$ cat src/rtl/wash_sense_front.sv
// Sensor conditioning and phase timing ahead of auto_machine: debounced door/level/detergent
// status plus wash and spin phase timeouts derived from the controller's own actuator outputs.
module wash_sense_front #(
    parameter int DEB_CYCLES  = 4,
    parameter int LEVEL_W     = 8,
    parameter int FULL_LEVEL  = 200,
    parameter int EMPTY_LEVEL = 10,
    parameter int WASH_CYCLES = 16,
    parameter int SPIN_CYCLES = 12
) (
    input  logic               clk,
    input  logic               reset,
    input  logic               door_sw,
    input  logic [LEVEL_W-1:0] level_in,
    input  logic               det_sw,
    input  logic               motor_on,
    input  logic               drain_value_on,
    output logic               door_close,
    output logic               filled,
    output logic               drained,
    output logic               detergent_added,
    output logic               cycle_timeout,
    output logic               spin_timeout
);

    localparam int CH_DOOR  = 0;
    localparam int CH_FULL  = 1;
    localparam int CH_EMPTY = 2;
    localparam int CH_DET   = 3;

    localparam logic [7:0]         DEB_TGT   = 8'(DEB_CYCLES);
    localparam logic [LEVEL_W-1:0] FULL_LVL  = LEVEL_W'(FULL_LEVEL);
    localparam logic [LEVEL_W-1:0] EMPTY_LVL = LEVEL_W'(EMPTY_LEVEL);
    localparam logic [15:0]        WASH_TGT  = 16'(WASH_CYCLES);
    localparam logic [15:0]        SPIN_TGT  = 16'(SPIN_CYCLES);

    logic [3:0]  cand_q, cand_d;
    logic [3:0]  deb_q, deb_d;
    logic [7:0]  cnt_q [4];
    logic [7:0]  cnt_d [4];
    logic        det_q, det_d;
    logic [15:0] wcnt_q, wcnt_d;
    logic [15:0] scnt_q, scnt_d;
    logic        wto_q, wto_d;
    logic        sto_q, sto_d;
    logic        drained_rise;
    logic        wash_qual;
    logic        spin_qual;

    always_comb begin
        cand_d = {det_sw, (level_in <= EMPTY_LVL), (level_in >= FULL_LVL), door_sw};
    end

    // Each channel counts consecutive disagreements; any agreement or a completed run restarts it.
    always_comb begin
        deb_d = deb_q;
        for (int i = 0; i < 4; i++) begin
            cnt_d[i] = cnt_q[i];
            if (cand_q[i] == deb_q[i]) begin
                cnt_d[i] = '0;
            end else if (cnt_q[i] + 8'd1 == DEB_TGT) begin
                deb_d[i] = cand_q[i];
                cnt_d[i] = '0;
            end else begin
                cnt_d[i] = cnt_q[i] + 8'd1;
            end
        end
    end

    // The drained rising edge clears the flag on the same edge the tank is reported empty.
    always_comb begin
        drained_rise = deb_d[CH_EMPTY] & ~deb_q[CH_EMPTY];
        det_d        = det_q;
        if (drained_rise) begin
            det_d = 1'b0;
        end else if (deb_q[CH_DET]) begin
            det_d = 1'b1;
        end
    end

    always_comb begin
        wash_qual = motor_on & ~drain_value_on & deb_q[CH_FULL];
        wcnt_d    = wcnt_q;
        wto_d     = wto_q;
        if (!motor_on) begin
            wcnt_d = '0;
            wto_d  = 1'b0;
        end else if (wash_qual && (wcnt_q != WASH_TGT)) begin
            wcnt_d = wcnt_q + 16'd1;
            if (wcnt_q + 16'd1 == WASH_TGT) begin
                wto_d = 1'b1;
            end
        end
    end

    // A lost qualifier with the motor still running only pauses the count.
    always_comb begin
        spin_qual = motor_on & deb_q[CH_EMPTY];
        scnt_d    = scnt_q;
        sto_d     = sto_q;
        if (!motor_on) begin
            scnt_d = '0;
            sto_d  = 1'b0;
        end else if (spin_qual && (scnt_q != SPIN_TGT)) begin
            scnt_d = scnt_q + 16'd1;
            if (scnt_q + 16'd1 == SPIN_TGT) begin
                sto_d = 1'b1;
            end
        end
    end

    always_ff @(posedge clk) begin
        if (reset) begin
            cand_q <= '0;
            deb_q  <= '0;
            for (int i = 0; i < 4; i++) begin
                cnt_q[i] <= '0;
            end
            det_q  <= 1'b0;
            wcnt_q <= '0;
            scnt_q <= '0;
            wto_q  <= 1'b0;
            sto_q  <= 1'b0;
        end else begin
            cand_q <= cand_d;
            deb_q  <= deb_d;
            for (int i = 0; i < 4; i++) begin
                cnt_q[i] <= cnt_d[i];
            end
            det_q  <= det_d;
            wcnt_q <= wcnt_d;
            scnt_q <= scnt_d;
            wto_q  <= wto_d;
            sto_q  <= sto_d;
        end
    end

    assign door_close      = deb_q[CH_DOOR];
    assign filled          = deb_q[CH_FULL];
    assign drained         = deb_q[CH_EMPTY];
    assign detergent_added = det_q;
    assign cycle_timeout   = wto_q;
    assign spin_timeout    = sto_q;

endmodule

$ cat config.mk
export PLATFORM = sky130hd
export DESIGN_NAME = wash_sense_front
export DESIGN_NICKNAME = d
export VERILOG_FILES = /design/src/rtl/wash_sense_front.sv
export SDC_FILE = /design/constraint.sdc
export NUM_CORES = 1
export LEC_CHECK = 0
export ABC_AREA = 1
export CORE_UTILIZATION = 55
export DETAILED_ROUTE_END_ITERATION = 7
export PLACE_DENSITY = 0.76
export SLEW_MARGIN = 0
export SYNTH_ARGS = -nofsm -noshare
export SYNTH_HDL_FRONTEND = slang
export SYNTH_SLANG_ARGS = --single-unit
export TNS_END_PERCENT = 50
$ cat constraint.sdc
create_clock -name clk -period 3.6 [get_ports clk]
set_input_delay 0.72 -clock clk [delete_from_list [all_inputs] [get_ports clk]]
set_output_delay 0.72 -clock clk [all_outputs]
set_load 0.01 [all_outputs]
==> summary by stage, run 1 <==
Cells and area
The most common cell after layout, fill and taps aside is nand2_1. 0 antenna diodes ended up in the layout. The layout net count is about 630. The area overhead of the layout relative to synthesis is 12.0%. The post-route core utilization is 0.651. The library cells used most frequently in the layout, excluding fill and tap cells, are 124 x nand2_1, 112 x nor2_1, 76 x inv_1, 75 x dfxtp_1, 39 x nand3_1.

In the final layout, the share of cells above drive strength 1 is 0.0651. After filler insertion, the fill cell instance count of the layout stands at between 600 and 700.

Synth
The most used flip-flop cell after synthesis is dfxtp_1. The post-synth net total is 611. Counting every instance in the synthesized netlist gives 586. Of the total synthesized cell area, the portion taken by XOR and XNOR cells is 0.0611. The multiplexer area fraction after synthesis is 0. For this run, the number of Yosys warnings is 0. The fraction of the mapped netlist area in compound gates was 0.0889. In this run, synthesis inferred 0 flip-flops with an integrated enable.

Of the total synthesized cell area, the portion taken by full adders, half adders and majority gates is 0.0343. In this run, distinct cell masters in the synthesized netlist total 35. The per-instance average area after synthesis is ~7 sq um. The share of synthesized area occupied by flip-flops and latches is 0.374. The post-synthesis simple-gate area fraction is 0.354. The dominant combinational cell family by area after synthesis is simple AND/OR/NAND/NOR gates.

The netlist area before placement is 0.00401 sq mm. In this run, synthesis produced a sequential element count of between 70 and 80. Of all flip-flops after synthesis, the portion carrying an async set or reset was 0.

Drt
For this block, the initial DRC count from the detailed router was 86. The post-detailed-routing wire length is around 7.8 mm. Dividing the detail-routed via count by the number of cells gives roughly 5.1. For this run, design rule violations remaining after detail routing come to 0. The number of iterations in the first detailed-routing pass is 5. The number of vias after detailed routing is 3603. The remaining number of nets flagged by the antenna check after routing is 0. The mean routed wirelength per cell is 11.0 um.

Min path
The path type of the worst min-delay path is reg2reg.

Die
Measured along the y axis, the die boundary spans between 80 and 90 um. Row generation in the floorplan step produced 30 rows. The floorplan step defined a die boundary enclosing between 0.007 and 0.008 sq mm. For this configuration, the core starts out at a cell density of 0.581. The number of top-level pins is 20.

The region available for standard cell placement spans between 0.006 and 0.007 sq mm. The die extent in x is roughly 87 um.

Critical path
The data required time at the worst endpoint is ~3.9 ns. The kind of end point of the critical path is a flop. The kind of cell adding the most delay to the critical path is buffers and inverters. By instance count, the cell type seen most on the critical path is inv_1. The critical path goes through clkdlybuf4s50_1, inv_1, nor3_1, nand2_2, inv_1, o21ai_0, a31oi_1. On the critical path, the stage with the largest delay is an instance of clkdlybuf4s50_1. In this design, the stage delay of the slowest critical-path cell is between 0.4 and 0.5 ns.

Data on the critical path arrives at its endpoint at roughly 2.4 ns. The worst setup path is launched from an input pin. In this run the worst path has a maximum fanout of 17. The number of buffers and inverters on the critical path is 3. The critical path class is in2reg.

CTS
After clock tree synthesis, the clock-pin slew on the worst setup and hold paths is about 0.09 ns. The later pin in the worst-skew pair is clocked with a latency of ~0.35 ns. Clock tree synthesis inserted a total of 9 buffers. The clock passes through at most 2 buffers.

Once the clock tree was built, the setup fixing pass inserted 0 buffers. The clock sink count is 75. In this run, post-CTS repair resized a total of 0 instances.

TritonCTS built the clock tree. The number of buffers inserted by hold repair at cts is 0. The clock tree root driver cell is clkbuf_8. The H-tree depth is 3.

STA
The number of slew-limit violations in the final report is 0. The fraction of the cycle the final worst path needs is 0.588. Counting I/O delays and the setup requirement, the final critical path takes 2.12 ns. The achievable clock frequency is 473 MHz.

Setup repair after global routing left no endpoint under its margin. For the final database, setup skew stands at 0.00869 ns. The final hold violation count is 0. The setup TNS after final layout is 0 ns. The tightest slew margin relative to the limit is 0.639. The transition time of the tightest slew-check pin is between 0.5 and 0.6 ns. The least setup slack across all paths after layout is roughly 1.5 ns. Setup violations remaining at the end of the flow were counted as 0. The worst hold slack is 0.462 ns.

Power and ir drop
The largest voltage drop on the vdd net is 184 uV. In this run the power density over the cells is about 350 mW/mm^2. The switching power is roughly 0.00035 W. The share of total power dissipated in combinational logic is 0.025. Cell internal power was estimated by the tool at ~0.0012 W. For this design the static power due to leakage is between 1.5 and 2 nW. Of the total power, the clock network draws 0.436. Power comes to between 0.0015 and 0.002 W. The part of the power in registers is 0.538.

Of the total power, the share spent switching nets is 0.228.

Placed design
The congestion estimate from routability-driven global placement came to ~0.90. The wire-length estimate of the detail-placed layout is just under 6 mm. The count of input and output buffers is 19.

Timing analysis after detailed placement gives a worst setup slack of about 1.1 ns.

Global route
Entering global routing, the biggest net connects 19 pins. The total congestion overflow after global routing is 0. The global-route usage over all layers is 0.222.

The number of antenna violations at the first check in global routing came to 0. The first global-routing pass estimated ~13 mm of wire. The via count of the first global-routing pass was around 3200.

Status
The run finished with clean final reports.

Run
The number of maximum-capacitance violations is 0.
## cell families after synthesis
kind of cell,count (synthesis)
simple gates,323
buf+inv,87
flops,75
compound gates,62
xor+xnor,28
fa+ha+maj,11
## per-stage QoR
stage / instance area, sq um / cells
final: 4490 / 710
after detailed placement: 4280 / 694
after global routing: 4490 / 710
after CTS: 4490 / 710
after floorplan: 4010 / 586
after global placement: 4280 / 694
## state kept, by name, indices dropped and copies added, names as in the netlist
register and cells:
wcnt_q 16, detergent_added 1, scnt_q 16, deb_q 4
cycle_timeout 1, cand_q 4, spin_timeout 1, cnt_q 32
## synth_stat cells, types with 2 or more instances
master,instances,area share
o21bai_1,2,0.0037
nand3_1,39,0.049
xnor2_1,6,0.013
a211oi_1,12,0.022
o21ai_0,20,0.025
buf_2,3,0.0037
nor3_1,4,0.0050
inv_1,76,0.071
nand3b_1,4,0.0075
xor2_1,22,0.048
buf_4,3,0.0056
nor2_2,9,0.014
nand3_2,3,0.0075
nor2_1,112,0.10
nand2_2,2,0.0031
ha_1,11,0.034
nand4_1,17,0.027
or2_2,2,0.0031
nand2_1,124,0.12
a21oi_1,23,0.029
dfxtp_1,75,0.37
nor3_2,3,0.0075
clkbuf_1,2,0.0019
## area by class of cell
| class | count | area [sq um] | share of cell area |
|---|---|---|---|
| multi-input cells | 424 | 2160 | 0.481 |
| flip-flops and latches | 75 | 1500 | 0.334 |
| inverters | 77 | 289 | 0.0643 |
| repair buffers | 22 | 213 | 0.0473 |
| clock buffers | 10 | 138 | 0.0306 |
| well taps | 96 | 120 | 0.0267 |
| clock inverters | 6 | 71.3 | 0.0159 |
## layer usage
metal / GRT usage / vias to the layer above / wire, um
met1: 0.270 / 1636 / 3700
met2: 0.384 / 56 / 3670
met3: 0.0455 / 7 / 327
li1: - / 1904 / -
met5: 0 / - / 0
met4: 0.0849 / 0 / 87
## path summary, 6_finish.rpt
kind | from | to | slack (ns) | cells after the start
setup / recovery | motor_on | wcnt_q[9] | 1.49 | 7
hold / removal | cnt_q[2][0] | cnt_q[2][0] | 0.46 | 1
setup reg to reg | scnt_q[0] | scnt_q[8] | 1.67 | 10
hold reg to reg | cnt_q[2][0] | cnt_q[2][0] | 0.46 | 1
## power by group through the flow
| stage | combinational (W) | clock, W | sequential, W |
|---|---|---|---|
| 4_1_cts | 0.0000397 | 0.000694 | 0.000835 |
| 3_5_place_dp | 0.0000394 | 0 | 0.000854 |
| 3_3_place_gp | 0.0000389 | 0 | 0.000854 |
| 6_report | 0.0000394 | 0.000677 | 0.000835 |
| 2_1_floorplan | 0.0000179 | 0 | 0.000854 |
| 5_1_grt | 0.0000440 | 0.000730 | 0.000836 |
No activity file was read; power rests on OpenSTA's default activity.
==> inputs of run 2 (changes only) <==
--- a/config.mk
+++ b/config.mk
@@ -6,9 +6,9 @@
 export NUM_CORES = 1
 export LEC_CHECK = 0
 export ABC_AREA = 1
-export CORE_UTILIZATION = 55
+export CORE_UTILIZATION = 54
 export DETAILED_ROUTE_END_ITERATION = 7
-export PLACE_DENSITY = 0.76
+export PLACE_DENSITY = 0.78
 export SLEW_MARGIN = 0
 export SYNTH_ARGS = -nofsm -noshare
 export SYNTH_HDL_FRONTEND = slang
==> constraint.sdc (replaced) <==
create_clock -name clk -period 1.9 [get_ports clk]
set_input_delay 0.38 -clock clk [delete_from_list [all_inputs] [get_ports clk]]
set_output_delay 0.38 -clock clk [all_outputs]
set_load 0.01 [all_outputs]
==> run 2 against run 1 <==
  * Non-clock buffer count increased by 8
  * Sequential power increased by 89%
  * Clock-buffer cell count decreased by 1
  * Via count increased by 1.2%
  * Critical endpoint is now drained
  * Largest power group unchanged
  * Clock skew increased by 0.0065 ns
  * Critical path depth decreased by 6
  * Power increased by 100%
  * Global-route usage increased by 1.4 points
==> summary by stage, run 2 (synthesis results as in run 1) <==
Status
The run finished with clean final reports.

CTS
The clock sink count is 75 (unchanged). The total clock buffers created by CTS is 9 (unchanged). The clock latency on the worst-skew pair is 0.35 ns (about the same). The buffer levels on the longest clock path came to 2 (unchanged). The clock tree root driver cell is clkbuf_8. The H-tree depth was 3 (unchanged). The TritonCTS clock tree is done. The clock-pin slew on the worst setup and hold paths is 0.08 ns (about the same).

Global route
The pin count of the biggest net entering global routing is 17 (-2). The total congestion overflow after global routing is 0 (unchanged). The global-route usage over all layers came to 0.236 (+0.0137).

The via count of the first global-routing pass came to 3517 (+9.2%). The met2 usage in global routing is 0.417 (+0.0333). The routing usage on met1 came to 0.281 (+0.0111). The layer with the highest usage after global routing is met2.

The global routing met3 resource utilization is 0.0330 (-0.0125). The number of antenna violations at the first check in global routing was 0 (unchanged). The global-route wire length before repair was 14.5 mm (+9.0%).

STA
The number of slew-limit violations in the final report was 0 (unchanged). The achievable clock frequency is 568 MHz. The fraction of the cycle the final worst path needs is 0.927. The post-route clock skew is 0.0152 ns (+0.00650 ns). The transition time of the tightest slew-check pin is 0.290 ns (-0.251 ns). Subtracting the final worst setup slack from the clock period gives 1.76 ns. The worst hold slack is 0.456 ns (-0.00617 ns).

The final hold violation count is 0 (unchanged). The number of failing setup endpoints in the final timing report was 0 (unchanged). The tightest slew margin relative to the limit is 0.805 (+0.166). Setup repair after global routing could not meet its margin everywhere.

Min path
The path type of the worst min-delay path is reg2reg.

Die
The initial core utilization is 0.556 (-0.0248). The floorplan die height came to 88.2 um (+0.90%). The core region area came to 0.00721 sq mm (+4.5%). The number of cell rows is 31 (+3.3%). The number of top-level pins is 20 (unchanged). The die extent in x came to 88.2 um (+0.90%). The area of the die is 0.00778 sq mm (+1.8%).

Placed design
The HPWL after detailed placement came to 6.16 mm (+4.2%). The count of input and output buffers is 19 (unchanged). The number of placed cells counting well taps is 704 (+1.4%).

The final RePlAce weighted congestion is 0.903 (+0.69%). The total cell area at the placement stage is 0.00434 sq mm (+1.3%).

Critical path
The largest stage delay on the critical path is 0.58 ns (+0.09 ns). The data required time at the worst endpoint was 1.52 ns (-2.37 ns). Walking the worst path, the cells encountered are clkdlybuf4s50_1.

The worst setup path is captured at an output port. The kind of cell adding the most delay to the critical path is buffers and inverters. STA classifies the critical path startpoint as a flop. The worst setup path is of the reg2out kind. The register-to-register path setup slack was 0.19 ns (-1.48 ns). The number of buffer and inverter instances along the worst setup path came to 1 (-2). The largest fanout on the critical path is 5 (-12). For this design, the slowest cell found on the critical path is clkdlybuf4s50_1. The data arrival at the endpoint of the critical path came to 1.38 ns (-1.02 ns).

Drt
The number of iterations in the first detailed-routing pass came to 5 (unchanged). The mean number of vias per cell was 5.07 (-0.18%). The remaining number of nets flagged by the antenna check after routing was 0 (unchanged).

The number of vias after detailed routing is 3647 (+1.2%). The number of DRC markers after the initial detailed-route iteration is 95 (+10%). The post-detailed-routing wire length came to 8.25 mm (+5.9%). The mean routed wirelength per cell is 11.5 um (+4.5%). The number of remaining DRC errors is 0 (unchanged).

Cells and area
The number of filler cells placed in the layout came to 642 (unchanged). The ratio of cells with drive above 1 in the final layout is 0.0789 (+0.0138). The number of standard cells in the layout, taps in and fillers out is 720 (+1.4%). Counting flops per register, the top entry is cnt_q.

The post-route core utilization is 0.638 (-0.0127). In the final layout, the registers with the most flip-flops are cnt_q x32, scnt_q x16, wcnt_q x16. The most common cell after layout, fill and taps aside is nand2_1. The sequential cell area is 0.00150 sq mm (unchanged). The layout net count is 642 (+1.3%). The area overhead of the layout relative to synthesis is 14.7%. In the layout the commonest cells are 124 x nand2_1, 110 x nor2_1, 76 x inv_1, 75 x dfxtp_1, 39 x nand3_1.

The total inserted antenna cells is 0 (unchanged). The final instance area was 0.00460 sq mm (+2.4%). The multi-input combinational cell area is 0.00218 sq mm (+0.70%). The flip-flop count of the largest register after layout is 32 (unchanged).

Power and ir drop
The switching power as a share of total power is 0.209 (-0.0189). The largest voltage drop on the vdd net came to 413 uV (+120%). The internal cell power came to 0.00249 W (+110%). The part of the power in registers was 0.503 (-0.035). The combinational cell fraction of total power is 0.026 (about the same). The power after layout is 0.00315 W (+100%). The leakage power of the design is 1.80 nW (+3.1%).

The switching power came to 0.000659 W (+86%). The ratio of total power to cell area is 684 mW/mm^2 (+98%). The share of total power in the clock network is 0.471 (+0.035).

Run
The number of maximum-capacitance violations is 0 (unchanged).
==> run 2: power groups by stage <==
stage               combinational [W]  sequential (W)  clock (W)
global placement            0.0000798         0.00162          0
detailed placement          0.0000813         0.00162          0
finish                      0.0000824         0.00158    0.00148
floorplan                   0.0000340         0.00162          0
CTS                         0.0000819         0.00158    0.00151
global route                0.0000919         0.00158    0.00158
==> run 2: what timing repair did <==
item | CTS | global route
buffers inserted | 0 | 1
resized for setup | 0 | 4
hold buffers | 0 | 0
endpoints found under the setup margin | 0 | 8
==> run 2: path summary, 6_finish.rpt <==
check / end / start / cells past startpoint
max reg2reg: cycle_timeout / wcnt_q[1] / 11
min reg2reg: spin_timeout / spin_timeout / 2
max: drained / deb_q[2] / 1
min: spin_timeout / spin_timeout / 2
==> run 2: per-layer routing <==
metal	routed length (um)	vias up	part of all wire
met5	0	-	0
met4	158	0	0.019
met1	3880	1650	0.47
met3	271	16	0.033
met2	3940	57	0.48
li1	-	1924	-
==> run 2: cell type report <==
cell class | instances | share of cell area
clock inverters | 6 | 0.0250
repair buffers | 30 | 0.0593
inverters | 77 | 0.0628
clock buffers | 9 | 0.0269
multi-input cells | 424 | 0.473
well taps | 99 | 0.0269
flip-flops and latches | 75 | 0.326
==> run 2: metrics by stage <==
| step | setup TNS, ns | setup WS [ns] |
|---|---|---|
| after floorplan | 0 | 0.395 |
| after global placement | 0 | 0.0908 |
| after detailed placement | 0 | 0.0138 |
| after CTS | 0 | 0.113 |
| after global routing | -0.0514 | -0.0514 |
| final | 0 | 0.139 |
